===== config.mk =====
export PLATFORM = sky130hd
export DESIGN_NAME = rv32i_if_stage
export DESIGN_NICKNAME = d
export VERILOG_FILES = /design/src/rtl/rv32i_if_stage.sv
export SDC_FILE = /design/constraint.sdc
export NUM_CORES = 1
export LEC_CHECK = 0
export ABC_AREA = 0
export ABC_CLOCK_PERIOD_IN_PS = 6700
export CAP_MARGIN = 25
export CORE_AREA = 10 10 175 145
export CTS_CLUSTER_DIAMETER = 100
export DETAILED_ROUTE_END_ITERATION = 7
export DIE_AREA = 0 0 185 155
export PLACE_DENSITY = 0.79
export SYNTH_ARGS = -nofsm -noshare
export SYNTH_HDL_FRONTEND = slang
export SYNTH_SLANG_ARGS = --single-unit

===== constraint.sdc =====
create_clock -name clk_i -period 6.7 [get_ports clk_i]
set_input_delay 1.34 -clock clk_i [delete_from_list [all_inputs] [get_ports clk_i]]
set_output_delay 1.34 -clock clk_i [all_outputs]
set_load 0.02 [all_outputs]

===== src/rtl/rv32i_if_stage.sv =====
// RV32I instruction fetch stage: issues word fetches to instruction memory,
// buffers in-order responses with their PCs, and hands them to ID.
// Redirects flush the buffer and discard responses already in flight.
package rv32i_if_pkg;
   typedef struct packed {
      logic [31:0] pc;
      logic [31:0] instr;
   } if_id_payload_t;
endpackage

module rv32i_if_stage
   import rv32i_if_pkg::*;
#(
   parameter logic [31:0] RESET_PC   = 32'h0000_0000,
   parameter int unsigned FIFO_DEPTH = 2
) (
   input  logic           clk_i,
   input  logic           rst_ni,
   output logic           imem_req_o,
   output logic [31:0]    imem_addr_o,
   input  logic           imem_gnt_i,
   input  logic           imem_rvalid_i,
   input  logic [31:0]    imem_rdata_i,
   input  logic           redirect_i,
   input  logic [31:0]    redirect_pc_i,
   output logic           if_valid_o,
   input  logic           if_ready_i,
   output if_id_payload_t if_payload_o
);
   localparam int unsigned   PW       = $clog2(FIFO_DEPTH);
   localparam int unsigned   CW       = $clog2(FIFO_DEPTH + 1);
   localparam logic [PW-1:0] LAST_IDX = PW'(FIFO_DEPTH - 1);
   localparam logic [CW:0]   DEPTH_W  = (CW+1)'(FIFO_DEPTH);
   localparam logic [31:0]   ALIGN_M  = 32'hFFFF_FFFC;

   // run_q delays the first request to the cycle after reset is seen high
   logic           run_q, run_d;
   logic [31:0]    pc_q, pc_d;           // address of the next new request
   logic           pend_q, pend_d;       // a request is being held awaiting gnt
   logic [31:0]    pend_addr_q, pend_addr_d;
   logic           stale_q, stale_d;     // held request predates a redirect
   logic [CW-1:0]  outst_q, outst_d;     // granted, response not yet seen
   logic [CW-1:0]  disc_q, disc_d;       // responses still to be dropped
   logic [CW-1:0]  fifo_cnt_q, cnt_d;
   logic [PW-1:0]  rd_q, rd_d, wr_q, wr_d;
   logic [PW-1:0]  aq_rd_q, aq_rd_d, aq_wr_q, aq_wr_d;
   if_id_payload_t fifo_q [FIFO_DEPTH];
   if_id_payload_t fifo_d [FIFO_DEPTH];
   logic [31:0]    aq_q [FIFO_DEPTH];
   logic [31:0]    aq_d [FIFO_DEPTH];

   logic           hs, pop, push, new_req;
   logic [CW:0]    occ;

   function automatic logic [PW-1:0] nxt(input logic [PW-1:0] p);
      return (p == LAST_IDX) ? '0 : p + PW'(1);
   endfunction

   // A pop frees a slot this cycle, so it may admit a new request at once;
   // responses come no earlier than next cycle, so the slot is really free.
   assign occ        = (CW+1)'(outst_q) + (CW+1)'(fifo_cnt_q) - (CW+1)'(pop);
   assign new_req    = run_q && rst_ni && !pend_q && !redirect_i && (occ < DEPTH_W);
   assign imem_req_o = (run_q && rst_ni && pend_q) || new_req;
   assign imem_addr_o = pend_q ? pend_addr_q : (pc_q & ALIGN_M);
   assign hs         = imem_req_o && imem_gnt_i;
   assign if_valid_o = rst_ni && (fifo_cnt_q != '0) && !redirect_i;
   assign if_payload_o = if_valid_o ? fifo_q[rd_q] : '0;
   assign pop        = if_valid_o && if_ready_i;
   assign push       = imem_rvalid_i && (disc_q == '0) && !redirect_i;

   // Next-state for fetch PC, request hold, counters, FIFO and address queue
   always_comb begin
      run_d       = 1'b1;
      pc_d        = pc_q;
      pend_d      = pend_q;
      pend_addr_d = pend_addr_q;
      stale_d     = stale_q;
      disc_d      = disc_q;
      rd_d        = rd_q;
      wr_d        = wr_q;
      aq_rd_d     = aq_rd_q;
      aq_wr_d     = aq_wr_q;
      fifo_d      = fifo_q;
      aq_d        = aq_q;
      outst_d     = outst_q + CW'(hs) - CW'(imem_rvalid_i);
      // A new request owns its PC immediately; a held one keeps its address.
      if (new_req) begin
         pc_d = imem_addr_o + 32'd4;
         if (!imem_gnt_i) begin
            pend_d      = 1'b1;
            pend_addr_d = imem_addr_o;
         end
      end
      if (pend_q && imem_gnt_i) begin
         pend_d  = 1'b0;
         stale_d = 1'b0;
      end
      if (imem_rvalid_i && (disc_q != '0)) disc_d = disc_q - CW'(1);
      // A held request that outlived a redirect is dropped when it returns
      if (hs && stale_q) disc_d = disc_d + CW'(1);
      // Address queue tracks every granted request, discarded or not
      if (hs) begin
         aq_d[aq_wr_q] = imem_addr_o;
         aq_wr_d       = nxt(aq_wr_q);
      end
      if (imem_rvalid_i) aq_rd_d = nxt(aq_rd_q);
      if (push) begin
         fifo_d[wr_q].pc    = aq_q[aq_rd_q];
         fifo_d[wr_q].instr = imem_rdata_i;
         wr_d               = nxt(wr_q);
      end
      if (pop) rd_d = nxt(rd_q);
      cnt_d = fifo_cnt_q + CW'(push) - CW'(pop);
      if (redirect_i) begin
         pc_d    = redirect_pc_i & ALIGN_M;
         stale_d = pend_q && !imem_gnt_i;
         disc_d  = outst_d;
         cnt_d   = '0;
         rd_d    = '0;
         wr_d    = '0;
      end
   end

   // Control state with synchronous active-low reset
   always_ff @(posedge clk_i) begin
      if (!rst_ni) begin
         run_q       <= 1'b0;
         pc_q        <= RESET_PC;
         pend_q      <= 1'b0;
         pend_addr_q <= '0;
         stale_q     <= 1'b0;
         outst_q     <= '0;
         disc_q      <= '0;
         fifo_cnt_q  <= '0;
         rd_q        <= '0;
         wr_q        <= '0;
         aq_rd_q     <= '0;
         aq_wr_q     <= '0;
      end else begin
         run_q       <= run_d;
         pc_q        <= pc_d;
         pend_q      <= pend_d;
         pend_addr_q <= pend_addr_d;
         stale_q     <= stale_d;
         outst_q     <= outst_d;
         disc_q      <= disc_d;
         fifo_cnt_q  <= cnt_d;
         rd_q        <= rd_d;
         wr_q        <= wr_d;
         aq_rd_q     <= aq_rd_d;
         aq_wr_q     <= aq_wr_d;
      end
   end

   // Buffer storage; contents are qualified by the counters, so no reset
   always_ff @(posedge clk_i) begin
      fifo_q <= fifo_d;
      aq_q   <= aq_d;
   end
endmodule


* Word-level counts from Yosys, hierarchy flattened
Index checks and enable logic that the tools add are counted.
Operators by class: $add $sub $neg 13, $lt $le $gt $ge 7, muxes and demuxes 29, bitwise operators 6, reduce and logical (&&, ||, !) cells 29
Operators with widths (count):
- $mux W64 | 5
- $bwmux W128 | 2
- $mux W32 | 8
- $demux W64 S1 | 2
- $bwmux W64 | 1
- $add A32 B3 Y32 const B | 1
- $demux W32 S1 | 1
- $logic_and A1 B1 Y1 | 17
- $ge A2 B2 Y1 const B | 4
- $not A1 Y2 | 4
- $reduce_bool A2 Y1 | 4
- $mux W1 | 7
- $mux W2 | 3
- $add A1 B1 Y1 const B | 4
- $add A2 B1 Y2 | 2
- $lt A2 B1 Y1 const B | 2
- $reduce_or A2 Y1 | 2
- $sub A2 B1 Y2 | 2
- $add A2 B2 Y3 | 1
- $logic_not A1 Y1 | 3
- $lt A3 B2 Y1 const B | 1
- $sub A3 B1 Y3 | 1
- $add A2 B1 Y2 const B | 1
- $logic_not A2 Y1 | 1
- 4 further kinds | 5
Word-level totals: register bits 269, bits of input ports 70, logic and storage cells 103

* Longest topological paths before layout
depth in word-level cells 12, depth in mapped cells 17

* Worst setup path before layout
Ideal clock, no wire load.
path type input to register, from input rst_ni, to register aq_q[32] in the netlist's numbering, enable pin, library setup time 0.421 ns, data arrival time 5.127 ns, required time 6.279 ns, slack 1.152 ns, stages on the path 12, path through buf_2 nor2b_1 o21ai_0 inv_1 and2_1 ha_1 nand2b_1 fa_1 xor2_1 and4_1 o21ai_1 nor2_1
On the way: word-level cells in the longest chain between the ends 8, elaborated cells between the ends (all ways) 12
RTL lines:
- from (decl) | line 18 | input logic rst_ni,
- $logic_and A1 B1 Y1 (2 in a row) | line 66 | assign if_valid_o = rst_ni && (fifo_cnt_q != '0) && !redirect_i;
- named net if_valid_o | line 26 | output logic if_valid_o,
- $logic_and A1 B1 Y1 | line 68 | assign pop = if_valid_o && if_ready_i;
- named net pop | line 52 | logic hs, pop, push, new_req;
- $sub A3 B1 Y3 | line 61 | assign occ = (CW+1)'(outst_q) + (CW+1)'(fifo_cnt_q) - (CW+1)'(pop);
- $lt A3 B2 Y1 | line 62 | assign new_req = run_q && rst_ni && !pend_q && !redirect_i && (occ < DEPTH_W);
- $logic_and A1 B1 Y1 | line 62
- $logic_or A1 B1 Y1 | line 63 | assign imem_req_o = (run_q && rst_ni && pend_q) || new_req;
- $logic_and A1 B1 Y1 | line 65 | assign hs = imem_req_o && imem_gnt_i;
- to (signal assigned) | line 158 | aq_q <= aq_d;
- to (decl) | line 49 | logic [31:0] aq_q [FIFO_DEPTH];
The timed path passes the listed nets, and every way through them passes these cells. A chain may end at the register's enable or synchronous reset.

* Final worst setup path
from input rst_ni, to output imem_req_o
On the way: word-level cells in the longest chain between the ends 7, elaborated cells between the ends (all ways) 11
RTL lines:
- $logic_and A1 B1 Y1 (2 in a row) | line 66
- $logic_and A1 B1 Y1 | line 68
- named net pop | line 52
- $sub A3 B1 Y3 | line 61
- $lt A3 B2 Y1 | line 62
- $logic_and A1 B1 Y1 | line 62
- $logic_or A1 B1 Y1 | line 63
- to (decl) | line 19 | output logic imem_req_o,
The timed path passes the listed nets, and every way through them passes these cells.

==> flow_summary.json <==
{
  "status": "finished, final reports clean",
  "grt_pass1_vias": 7894,
  "synth-async-reset-ratio": 0,
  "fin_nets": 1204,
  "cts_made_buffers": 27,
  "root_buffer": "clkbuf_16",
  "yosys-top-cells-count": "edfxtp_1, nor2_1, mux2i_1",
  "synth-edff-count": 192,
  "io_buffer_count": 165,
  "crit_fanout": 6,
  "cts_setup_buffers": 0,
  "fin_tns_setup_ps": 0,
  "fp.coreArea_um2": 21950,
  "cts.sinks": 267,
  "end_kind": "output pin",
  "num_antenna_cells": 0,
  "fin_total_pwr_mw": 3.795,
  "synth.largest_area_cell": "edfxtp_1",
  "ys_ff_latch": 267,
  "place_hpwl_mm": 18.75,
  "rsz0062_at_grt": "no",
  "initial_utilization": 0.5384,
  "post-synth-top-count-cell": "edfxtp_1",
  "hold_slack_ps": 473.4,
  "required_ps": 5360,
  "hold_viol": 0,
  "grt_max_degree": 67,
  "clk_pin_slew_worst_paths_ps": 50,
  "ctsResizeCount": 0,
  "drtIter0Drc": 794,
  "fin_crit_sh": 0.8710,
  "worst_pin_slew_ps": 1062,
  "syn_inst": 971,
  "cts_tree": "built",
  "finClkSkew_ps": 10.51,
  "via_per_inst": 5.662,
  "drt-pass1-iter-count": 6,
  "num_rows": 49,
  "hp-class": "reg2reg",
  "p_leak_nw": 5.004,
  "slew_violations": 0,
  "fmax_mhz": 171.4,
  "ys_types": 53,
  "grt_usage": 0.1919,
  "final.min_clock_period_ps": 5836,
  "setup_slack_ps": 864.3,
  "powerDensity_nw_per_um2": 257.4,
  "routed_wl_mm": 28.35,
  "setup_viol": 0,
  "die-width_um": 185,
  "gr-total-overflow": 0,
  "insertion_delay_ps": 520,
  "fillers": 1595,
  "synth_ff_type": "edfxtp_1",
  "antenna_found_initial": 0,
  "gp_congestion": 0.8771,
  "avgSynthCellArea_um2": 12.17,
  "grt_pass1_wl_mm": 44.36,
  "layout-drive-gt1-share": 0.1012,
  "synthesis.nets": 1049,
  "ys_seq_area_frac": 0.6150,
  "hold_buffers": 0,
  "drt.antenna.violating_nets": 0,
  "io_pins": 168,
  "wl_per_cell_um": 19.88,
  "critPathArrivalTime_ps": 4500,
  "place_ws_ps": 881.1,
  "drc": 0,
  "drv_cap": 0,
  "ir_worst_vdd_mv": 0.1761,
  "synthTopCellsByArea": "edfxtp_1, dfxtp_1, mux2i_1, mux2_2, nor2_1",
  "crit_type": "in2out",
  "die_area_um2": 28680,
  "vias": 8074,
  "startpoint_type": "input port",
  "die_h_um": 155,
  "cts_buffer_depth": 3,
  "htreeDepth": 1,
  "ys_warn_count": 0,
  "syn_area_um2": 11820,
  "syn2layout_area_growth_pct": 24.80,
  "synth_top_area_share": 0.4879,
  "relSlewSlack": 0.2921
}
[registers in the layout, indices dropped and copies added, names as in the netlist, 2 cells and up]
register and cells:
pc_q 30, aq_q 64, outst_q 2, pend_addr_q 32, disc_q 2, fifo_q 128
fifo_cnt_q 2
[worst paths after layout]
check,start,to,slack [ps],depth (start not counted)
worst max register to register,pend_q,pc_q[26],2970,7
worst min register to register,pc_q[5],pc_q[5],470,2
worst min-delay path,pc_q[5],pc_q[5],470,2
worst max-delay path,rst_ni,imem_req_o,860,13
[power breakdown]
group,total [mW],internal (mW),switching [mW]
combinational,0.355,0.156,0.198
clock,1.57,0.951,0.619
sequential,1.87,1.84,0.0332
total,3.80,2.94,0.850
[placed cells by master (no fill, tap or decap), types with 20 or more instances in the layout]
cell type,count
nand2_1,27
edfxtp_1,192
mux2_2,38
a22oi_1,25
clkdlybuf4s50_1,164
nand4_1,21
buf_4,21
inv_1,33
nor2_1,107
and2_1,38
clkbuf_16,27
xnor2_1,21
a21oi_1,20
a211oi_1,25
nand3_1,26
dfxtp_1,72
nor2b_1,49
mux2i_1,89
[cells by family (layout without fill, tap and decap cells)]
family | Yosys count | count (layout) | share of synthesized area
flip-flops | 267 | 267 | 0.6150
AND/OR/NAND/NOR | 320 | 320 | 0.1397
XOR/XNOR | 23 | 23 | 0.01705
multiplexers | 127 | 127 | 0.1116
adder cells (fa/ha/maj) | 8 | 8 | 0.009106
buffers and inverters | 96 | 271 | 0.03155
AO/OA/AOI/OAI | 130 | 130 | 0.07603
[through the flow]
step                      instance area [um^2]  cells  utilization
after global routing                     14750   1426       0.6719
after detailed placement                 13770   1375       0.6273
after floorplan                          11820    971            -
final                                    14750   1426       0.6719
after CTS                                14700   1424       0.6697
after global placement                   13770   1375       0.6273
[metal layers]
metal / global-route usage / up-vias / wire length, um
met1: 0.2686 / 3896 / 12740
li1: - / 3857 / -
met5: 0 / - / 0
met2: 0.3083 / 287 / 13160
met3: 0.03096 / 34 / 2016
met4: 0.04019 / 0 / 434
[layout make-up]
| cell class | count | area, um^2 | share of cell area |
|---|---|---|---|
| Clock buffer | 31 | 710.7 | 0.04819 |
| Sequential cell | 267 | 7273 | 0.4932 |
| Clock inverter | 18 | 220.2 | 0.01493 |
| Tap cell | 280 | 350.3 | 0.02376 |
| Multi-Input combinational cell | 608 | 4213 | 0.2857 |
| Inverter | 34 | 127.6 | 0.008654 |
| Timing Repair Buffer | 188 | 1852 | 0.1256 |
[worst max-delay path, cell delays in order]
cell             delay, ps
clkdlybuf4s50_1        480
nor2b_1                150
buf_4                  190
o21ai_4                 70
inv_1                   70
and2_1                 210
ha_1                   250
nand2b_1               150
fa_1                   370
xor2_1                 280
nand4_1                160
nand2_1                110
clkdlybuf4s50_1        640
Note: power is estimated with default switching activity, not from simulation.
